[src/rtl/bcd_pkg.sv]
// rtl/bcd_pkg.sv - shared encodings and constants for the BCD conversion arbiter
// Contents: FSM state encoding, BCD digit width, double-dabble add-3 constants.
package bcd_pkg;

   typedef enum logic [1:0] {
      IDLE  = 2'd0,
      SHIFT = 2'd1,
      DONE  = 2'd2
   } bcd_state_t;

   localparam int DIGIT_W = 4;

   localparam logic [DIGIT_W-1:0] ADD3_THRESH = DIGIT_W'(5);
   localparam logic [DIGIT_W-1:0] ADD3_VAL    = DIGIT_W'(3);

endpackage

[src/rtl/bcd_dabble_step.sv]
// rtl/bcd_dabble_step.sv - one combinational double-dabble step (add-3 then shift)
// Ports:
//   din   in   {digits, operand msb}; digits are DIGITS packed BCD nibbles
//   dout  out  digits after add-3 correction and a one-bit left shift
module bcd_dabble_step
   import bcd_pkg::*;
#(
   parameter int DIGITS = 3
) (
   input  logic [DIGIT_W*DIGITS:0]   din,
   output logic [DIGIT_W*DIGITS-1:0] dout
);

   localparam int BCD_W = DIGIT_W * DIGITS;

   logic [BCD_W-1:0] digits;
   logic [BCD_W-1:0] adj;

   assign digits = din[BCD_W:1];

   // A digit >= 5 would become >= 10 after doubling; adding 3 first makes
   // the doubled value carry correctly into the next nibble.
   always_comb begin
      adj = '0;
      for (int i = 0; i < DIGITS; i++) begin
         if (digits[i*DIGIT_W +: DIGIT_W] >= ADD3_THRESH)
            adj[i*DIGIT_W +: DIGIT_W] = digits[i*DIGIT_W +: DIGIT_W] + ADD3_VAL;
         else
            adj[i*DIGIT_W +: DIGIT_W] = digits[i*DIGIT_W +: DIGIT_W];
      end
   end

   // The operand msb enters at the bottom of the ones digit.
   assign dout = {adj[BCD_W-2:0], din[0]};

endmodule

[src/rtl/bcd_conv_arbiter.sv]
// rtl/bcd_conv_arbiter.sv - round-robin shared sequential binary-to-BCD converter
// Ports:
//   clk, rst         clock, synchronous active-high reset
//   req0/bin0        requester 0 level request and operand
//   req1/bin1        requester 1 level request and operand
//   ack0/ack1        one-cycle pulse: bcd_out holds the served requester's result
//   bcd_valid        ack0 | ack1
//   owner            requester index of the current bcd_out contents
//   bcd_out          {hundreds, tens, ones}
//   busy             conversion in progress (SHIFT or DONE)
module bcd_conv_arbiter
   import bcd_pkg::*;
#(
   parameter int WIDTH  = 8,
   parameter int DIGITS = 3
) (
   input  logic                      clk,
   input  logic                      rst,
   input  logic                      req0,
   input  logic [WIDTH-1:0]          bin0,
   input  logic                      req1,
   input  logic [WIDTH-1:0]          bin1,
   output logic                      ack0,
   output logic                      ack1,
   output logic                      bcd_valid,
   output logic                      owner,
   output logic [DIGIT_W*DIGITS-1:0] bcd_out,
   output logic                      busy
);

   localparam int BCD_W = DIGIT_W * DIGITS;
   localparam int CNT_W = $clog2(WIDTH + 1);
   localparam logic [CNT_W-1:0] CNT_LOAD = CNT_W'(WIDTH);
   localparam logic [CNT_W-1:0] CNT_LAST = CNT_W'(1);

   bcd_state_t       state, state_n;
   logic [CNT_W-1:0] cnt, cnt_n;
   logic [WIDTH-1:0] opnd, opnd_n;
   logic [BCD_W-1:0] digits, digits_n;
   logic [BCD_W-1:0] step_out;
   logic [BCD_W-1:0] bcd_n;
   logic             owner_n;
   logic             ack0_n, ack1_n;
   logic             cur, cur_n;          // requester being served right now
   logic             last_grant, last_grant_n;
   logic             sel;

   bcd_dabble_step #(.DIGITS(DIGITS)) u_step (
      .din  ({digits, opnd[WIDTH-1]}),
      .dout (step_out)
   );

   // On a tie the requester that was not served last wins.
   assign sel = (req0 && req1) ? ~last_grant : req1;

   always_ff @(posedge clk) begin
      if (rst) begin
         state      <= IDLE;
         cnt        <= '0;
         opnd       <= '0;
         digits     <= '0;
         bcd_out    <= '0;
         owner      <= 1'b0;
         ack0       <= 1'b0;
         ack1       <= 1'b0;
         bcd_valid  <= 1'b0;
         cur        <= 1'b0;
         last_grant <= 1'b1;
      end else begin
         state      <= state_n;
         cnt        <= cnt_n;
         opnd       <= opnd_n;
         digits     <= digits_n;
         bcd_out    <= bcd_n;
         owner      <= owner_n;
         ack0       <= ack0_n;
         ack1       <= ack1_n;
         bcd_valid  <= ack0_n | ack1_n;
         cur        <= cur_n;
         last_grant <= last_grant_n;
      end
   end

   always_comb begin
      state_n      = state;
      cnt_n        = cnt;
      opnd_n       = opnd;
      digits_n     = digits;
      bcd_n        = bcd_out;
      owner_n      = owner;
      ack0_n       = 1'b0;
      ack1_n       = 1'b0;
      cur_n        = cur;
      last_grant_n = last_grant;

      unique case (state)
         IDLE: begin
            if (req0 || req1) begin
               opnd_n       = sel ? bin1 : bin0;
               digits_n     = '0;
               cnt_n        = CNT_LOAD;
               cur_n        = sel;
               last_grant_n = sel;
               state_n      = SHIFT;
            end
         end
         SHIFT: begin
            digits_n = step_out;
            opnd_n   = {opnd[WIDTH-2:0], 1'b0};
            cnt_n    = cnt - 1'b1;
            // The last shift goes straight into the output register so the
            // result and its ack appear together.
            if (cnt == CNT_LAST) begin
               bcd_n   = step_out;
               owner_n = cur;
               ack0_n  = ~cur;
               ack1_n  = cur;
               state_n = DONE;
            end
         end
         DONE: begin
            state_n = IDLE;
         end
         default: begin
            state_n = IDLE;
         end
      endcase
   end

   assign busy = (state != IDLE);

endmodule

[config.mk]
export PLATFORM = sky130hd
export DESIGN_NAME = bcd_conv_arbiter
export DESIGN_NICKNAME = d
export VERILOG_FILES = /design/src/rtl/bcd_pkg.sv /design/src/rtl/bcd_dabble_step.sv /design/src/rtl/bcd_conv_arbiter.sv
export SDC_FILE = /design/constraint.sdc
export NUM_CORES = 1
export LEC_CHECK = 0
export CAP_MARGIN = 20
export CORE_ASPECT_RATIO = 2
export CORE_MARGIN = 3
export CORE_UTILIZATION = 51
export CTS_CLUSTER_DIAMETER = 80
export DETAILED_ROUTE_END_ITERATION = 10
export MAX_ROUTING_LAYER = met4
export PLACE_DENSITY = 0.78
export REMOVE_ABC_BUFFERS = 1
export SLEW_MARGIN = 20
export SYNTH_ARGS = -nofsm -noshare
export SYNTH_HDL_FRONTEND = slang
export SYNTH_SLANG_ARGS = --single-unit
[constraint.sdc]
create_clock -name clk -period 1.7 [get_ports clk]
set_input_delay 0.17 -clock clk [delete_from_list [all_inputs] [get_ports clk]]
set_output_delay 0.17 -clock clk [all_outputs]
set_load 0.005 [all_outputs]
; Yosys cells after proc, flatten, opt, wreduce, memory -nomap -nowiden
; Index checks and enable logic that the tools add are counted.
[op_classes]
addsub = 4
n_lt_le_gt_ge = 3
n_eq_ne = 4
muxes = 18
bitwise = 3
reduce_logical = 9
[op_table]
columns = op, n
row1 = $pmux W12 S2, 1
row2 = $mux W8, 2
row3 = $pmux W8 S2, 1
row4 = $ge A4 B3 Y1 const B, 3
row5 = $mux W12, 1
row6 = $mux W4, 3
row7 = $add A4 B2 Y4 const B, 2
row8 = $pmux W4 S2, 1
row9 = $reduce_and A2 Y1, 4
row10 = $mux W1, 5
row11 = $eq A4 B1 Y1 const B, 1
row12 = $mux W2, 2
row13 = $ne A2 B2 Y1 const B, 2
row14 = $pmux W2 S2, 1
row15 = $reduce_bool A2 Y1, 2
row16 = $sub A4 B1 Y4 const B, 1
row17 = $add A3 B2 Y3 const B, 1
row18 = $mux W3, 1
row19 = $eq A2 B1 Y1 const B, 1
row20 = $logic_not A2 Y1, 1
row21 = $not A1 Y1, 2
row22 = $logic_and A1 B1 Y1, 1
row23 = $logic_or A1 B1 Y1, 1
row24 = $or A1 B1 Y1, 1
[word_totals]
regBits = 44
output_inout_bits = 17

; Depth between registers and ports, before layout
; Gate-level depths: netlist of the first run.
[depth]
ltp_word = 5
depth_mapped = 7
depth_no_buf = 6

; By module
; From an unflattened synthesis of the first run, not the netlist that was laid out.
[hier_totals]
cells_unflattened = 224
hier_area_um2 = 2028.2
[modules_own_cells]
columns = mod, n_inst, cells_per_inst, area_per_inst_um2, seq_area_each_um2
row1 = bcd_conv_arbiter, 1, 179, 1736.7, 880.8
row2 = bcd_dabble_step, 1, 45, 291.5, 0.0

; Least setup slack after synthesis of the first run
; OpenSTA, ideal clock, no wires.
[synth_timing]
kind = register to register
startpoint = register digits[1]
endpoint = register digits[2]
setup_time_ps = 56
arrival_ps = 1436
required_time_ps = 1644
path_slack_ps = 208
stages_incl_launch_ff = 7
path_buffers = 0
synth_period_minus_slack_ps = 1492
path_cell_list = dfxtp_1 inv_1 ha_1 nand2b_1 a21oi_1 mux2_2 a2bb2o_4
[synth_between]
elab_chain_len = 3
[synth_rtl]
columns = element, line
row1 = "start, declared", bcd_conv_arbiter.sv:39  ; logic [BCD_W-1:0] digits, digits_n;
row2 = "start signal, assigned", bcd_conv_arbiter.sv:73  ; digits <= digits_n;
row3 = $add A4 B2 Y4 or $ge A4 B3 Y1 (tied branches), "bcd_dabble_step.sv:27, bcd_dabble_step.sv:26"
row4 = $mux W4 *, bcd_dabble_step.sv:26  ; if (digits[i*DIGIT_W +: DIGIT_W] >= ADD3_THRESH)
row5 = $pmux W12 S2 *, bcd_conv_arbiter.sv:96  ; unique case (state)
; Mark *: on every way between the ends. The rest lies on a longest branch, timed or not.
; A chain may end at the register's enable or synchronous reset.

; Final worst setup path of the first run
; Same ends and word-level chain as after synthesis.

==> impl_metrics.yaml, run 1 <==
critical_path:
  combined_buffer_and_inverter_count_along_the_critical_path: 1
  timing_worst_setup_path_type: "flip-flop to flip-flop"
  crit_path_leading_delay_family: "flip-flops"
  cp_max_fo: 3
  cp_data_arrival_time_ps: 1860
  timing.critical_path.to_type: "flip-flop"
  critical_path.startpoint_type: "flip-flop"
  cp_slowest_cell: "sky130_fd_sc_hd__dfxtp_1"
  worstPathRequired_ps: 1950
  crit_chain: "inv_1 -> ha_1 -> nand2b_1 -> a21oi_2 -> mux2_2 -> a2bb2o_4"
  slowest_delay_ps: 380
power:
  power.ir.vdd_worst_mv: 0.594
  power.density_cell_area_nw_per_um2: 818
  power.share.clock: 0.325
  seq_power_share: 0.533
  comb_power_share: 0.142
  proportion_of_total_power_due_to_net_switching: 0.249
  leak_pwr_nw: 0.945
  net-switching-power_uw: 515
  p_int_mw: 1.55
final_layout:
  most_used_cells_in_the_layout_excluding_fill_and_tap_cells: "sky130_fd_sc_hd__dfxtp_1, sky130_fd_sc_hd__clkdlybuf4s50_1, sky130_fd_sc_hd__o21ai_0, sky130_fd_sc_hd__a21oi_1, sky130_fd_sc_hd__buf_4"
  area.growth.synth_to_final_pct: 28.2
  nets: 273
  num_antenna_cells: 0
  leading_cell_type_in_the_layout_fill_and_taps_excluded: "sky130_fd_sc_hd__dfxtp_1"
  sequential_cell_area_sq_um: 882
  fill_cell_total_of_the_finished_layout: 311
  combined_area_of_the_multi_input_logic_cells_sq_um: 1010
  final_layout_size_suffix_gt1_frac: 0.163
timing:
  rsz_0062_raised_after_global_routing: "false"
  tns_ps: 0
  report.final.setup_viol: 0
  layout_worst_path_cycle_share: 0.945
  fmax_mhz: 622
  worst_hold_margin_ps: 456
  maxSlewHeadroom: 0.731
  final.min_clock_period_ps: 1610
  slew_viol_final: 0
  report.final.hold_viol_count: 0
  clock_skew_ps: 4.35
  timing_worst_slew_pin_value_ps: 404
cts:
  cts_made_buffers: 5
  cts_hold_buffers: 0
  ctsRootBufferMaster: "sky130_fd_sc_hd__clkbuf_8"
  cts_htree_levels: 2
  cts_repair_resize_count: 0
  cts.clk_slew.worst_paths_ps: 80
  cts_tree: "done"
  cts_max_path_buffers: 2
  clock_latency_ps: 300
  post_cts_buffers: 0
  tritoncts_num_sinks: 44
synth:
  synth_edf_count: 0
  synth-seq-cells: 44
  synth_top_flop_cell: "sky130_fd_sc_hd__dfxtp_1"
  synthesis.area_per_instance_sq_um: 9.87
  warning_count_from_the_yosys_run: 0
  synth_cell_types: 38
  synth_area_sq_um: 1970
  synth_seq_area_share: 0.446
  async_flop_share: 0
  post_synth_inst_count: 200
global_route:
  grt_start_max_net_pins: 14
  antenna_found_initial: 0
  grt_pass1_wl_um: 7020
  grt-ovfl-total: 0
  vias_in_the_first_global_route: 1619
  grtUsageTotal: 0.201
detailed_routing:
  drt_wl_total_um: 4150
  number_of_remaining_drc_errors: 0
  drt-pass1-iter-count: 4
  avgViaCountPerCell: 5.57
  dr.first_iter.drc_count: 30
  vias: 1644
  detail_route.wl_per_cell_um: 14.1
  route.antenna.remaining_nets: 0
floorplan:
  core_area_sq_um: 3680
  fp.dieArea_sq_um: 4700
  die_height_um: 94.0
  die_w_um: 50.0
  num_rows: 31
  floorplan.initialDensity: 0.535
  ioPinCount: 37
placed_design:
  dp.final_hpwl_um: 3210
  placement.io_buffers: 36
  weighted_congestion_at_the_end_of_routability_driven_global_placement: 0.812
hold_path:
  hold_path_class: "flip-flop to flip-flop"
job:
  cap_viol_max_count: 0
run_status:
  run_status: "finished clean"
==> routing by layer <==
metal | vias to the layer above | share of wire | track usage
met5 | - | 0 | -
met4 | 0 | 0.028 | 0.102
met3 | 8 | 0.029 | 0.0334
met2 | 38 | 0.59 | 0.385
met1 | 790 | 0.36 | 0.181
li1 | 808 | - | -
==> cell families after synthesis <==
family | count (synthesis) | share of synthesized area
buf+inv | 20 | 0.0501
simple gates | 51 | 0.143
mux | 10 | 0.0520
flops | 44 | 0.446
fa+ha+maj | 8 | 0.0507
xor+xnor | 3 | 0.0133
compound gates | 64 | 0.245
==> cells in the mapped netlist, drive strengths merged (2+ instances only) <==
| master | count | area share |
|---|---|---|
| dfxtp | 44 | 0.45 |
| a21oi | 16 | 0.041 |
| o21ai | 13 | 0.033 |
| nand2 | 12 | 0.024 |
| inv | 10 | 0.019 |
| a22o | 9 | 0.040 |
| a22oi | 9 | 0.034 |
| nor2 | 9 | 0.018 |
| buf | 8 | 0.027 |
| ha | 8 | 0.051 |
| mux2i | 8 | 0.041 |
| o22ai | 7 | 0.044 |
| nor3b | 6 | 0.025 |
| nand2b | 5 | 0.016 |
| nor3 | 5 | 0.013 |
| nand3 | 4 | 0.010 |
| or2 | 4 | 0.013 |
| a211oi | 3 | 0.011 |
| o2bb2ai | 3 | 0.013 |
| xnor2 | 3 | 0.013 |
| a2bb2o | 2 | 0.020 |
| clkbuf | 2 | 0.0044 |
| mux2 | 2 | 0.011 |
| nor2b | 2 | 0.010 |
==> layout make-up <==
type	instances	share of cell area
Timing Repair Buffer	48	0.178
Clock buffer	8	0.0356
Sequential cell	44	0.349
Inverter	10	0.0148
Multi-Input combinational cell	136	0.398
Tap cell	49	0.0242
==> worst paths after layout <==
| check | end | slack [ps] | cells after the start | from |
|---|---|---|---|---|
| setup / recovery | digits[2] | 90 | 6 | digits[1] |
| hold / removal | owner | 460 | 1 | owner |
| setup reg to reg | digits[2] | 90 | 6 | digits[1] |
| hold reg to reg | owner | 460 | 1 | owner |
==> stage by stage <==
| stage | cell area [sq um] | setup slack [ps] | total power [mW] | util | cells |
|---|---|---|---|---|---|
| 5_1_grt | 2530 | 14.1 | 2.16 | 0.686 | 295 |
| 2_1_floorplan | 1910 | 12.3 | 1.28 | - | 190 |
| 6_report | 2530 | 92.8 | 2.07 | 0.686 | 295 |
| 3_3_place_gp | 2420 | 65.1 | 1.41 | 0.658 | 287 |
| 4_1_cts | 2510 | 38.9 | 2.08 | 0.682 | 295 |
| 3_5_place_dp | 2420 | 57.4 | 1.42 | 0.658 | 287 |
==> registers in the layout (all words and copies together) (netlist names) <==
register	flops
digits	12
last_grant	1
cnt	4
ack0	1
opnd	8
bcd_valid	1
state	2
owner	1
ack1	1
bcd_out	12
cur	1
==> power groups by stage <==
stage / sequential, mW / clock [mW] / combinational, mW
floorplan: 1.12 / 0 / 0.162
global placement: 1.13 / 0 / 0.288
detailed placement: 1.13 / 0 / 0.293
CTS: 1.10 / 0.686 / 0.296
global route: 1.11 / 0.726 / 0.323
finish: 1.10 / 0.673 / 0.293
==> worst reg2reg max path, delay by kind of cell (launching register included) <==
kind	cells	cell delay [ps]
mux	1	380
simple gates	1	160
compound gates	2	380
flops	1	380
buf+inv	1	90
fa+ha+maj	1	170
(Power assumes the default switching activity.)
==> run 2: changes to the inputs <==
--- a/config.mk
+++ b/config.mk
@@ -14,7 +14,7 @@
 export MAX_ROUTING_LAYER = met4
 export PLACE_DENSITY = 0.78
 export REMOVE_ABC_BUFFERS = 1
-export SLEW_MARGIN = 20
 export SYNTH_ARGS = -nofsm -noshare
 export SYNTH_HDL_FRONTEND = slang
 export SYNTH_SLANG_ARGS = --single-unit
+export TNS_END_PERCENT = 50
==> results of run 2 <==
No change in the layout: final DEF, timing and power equal those of run 1.
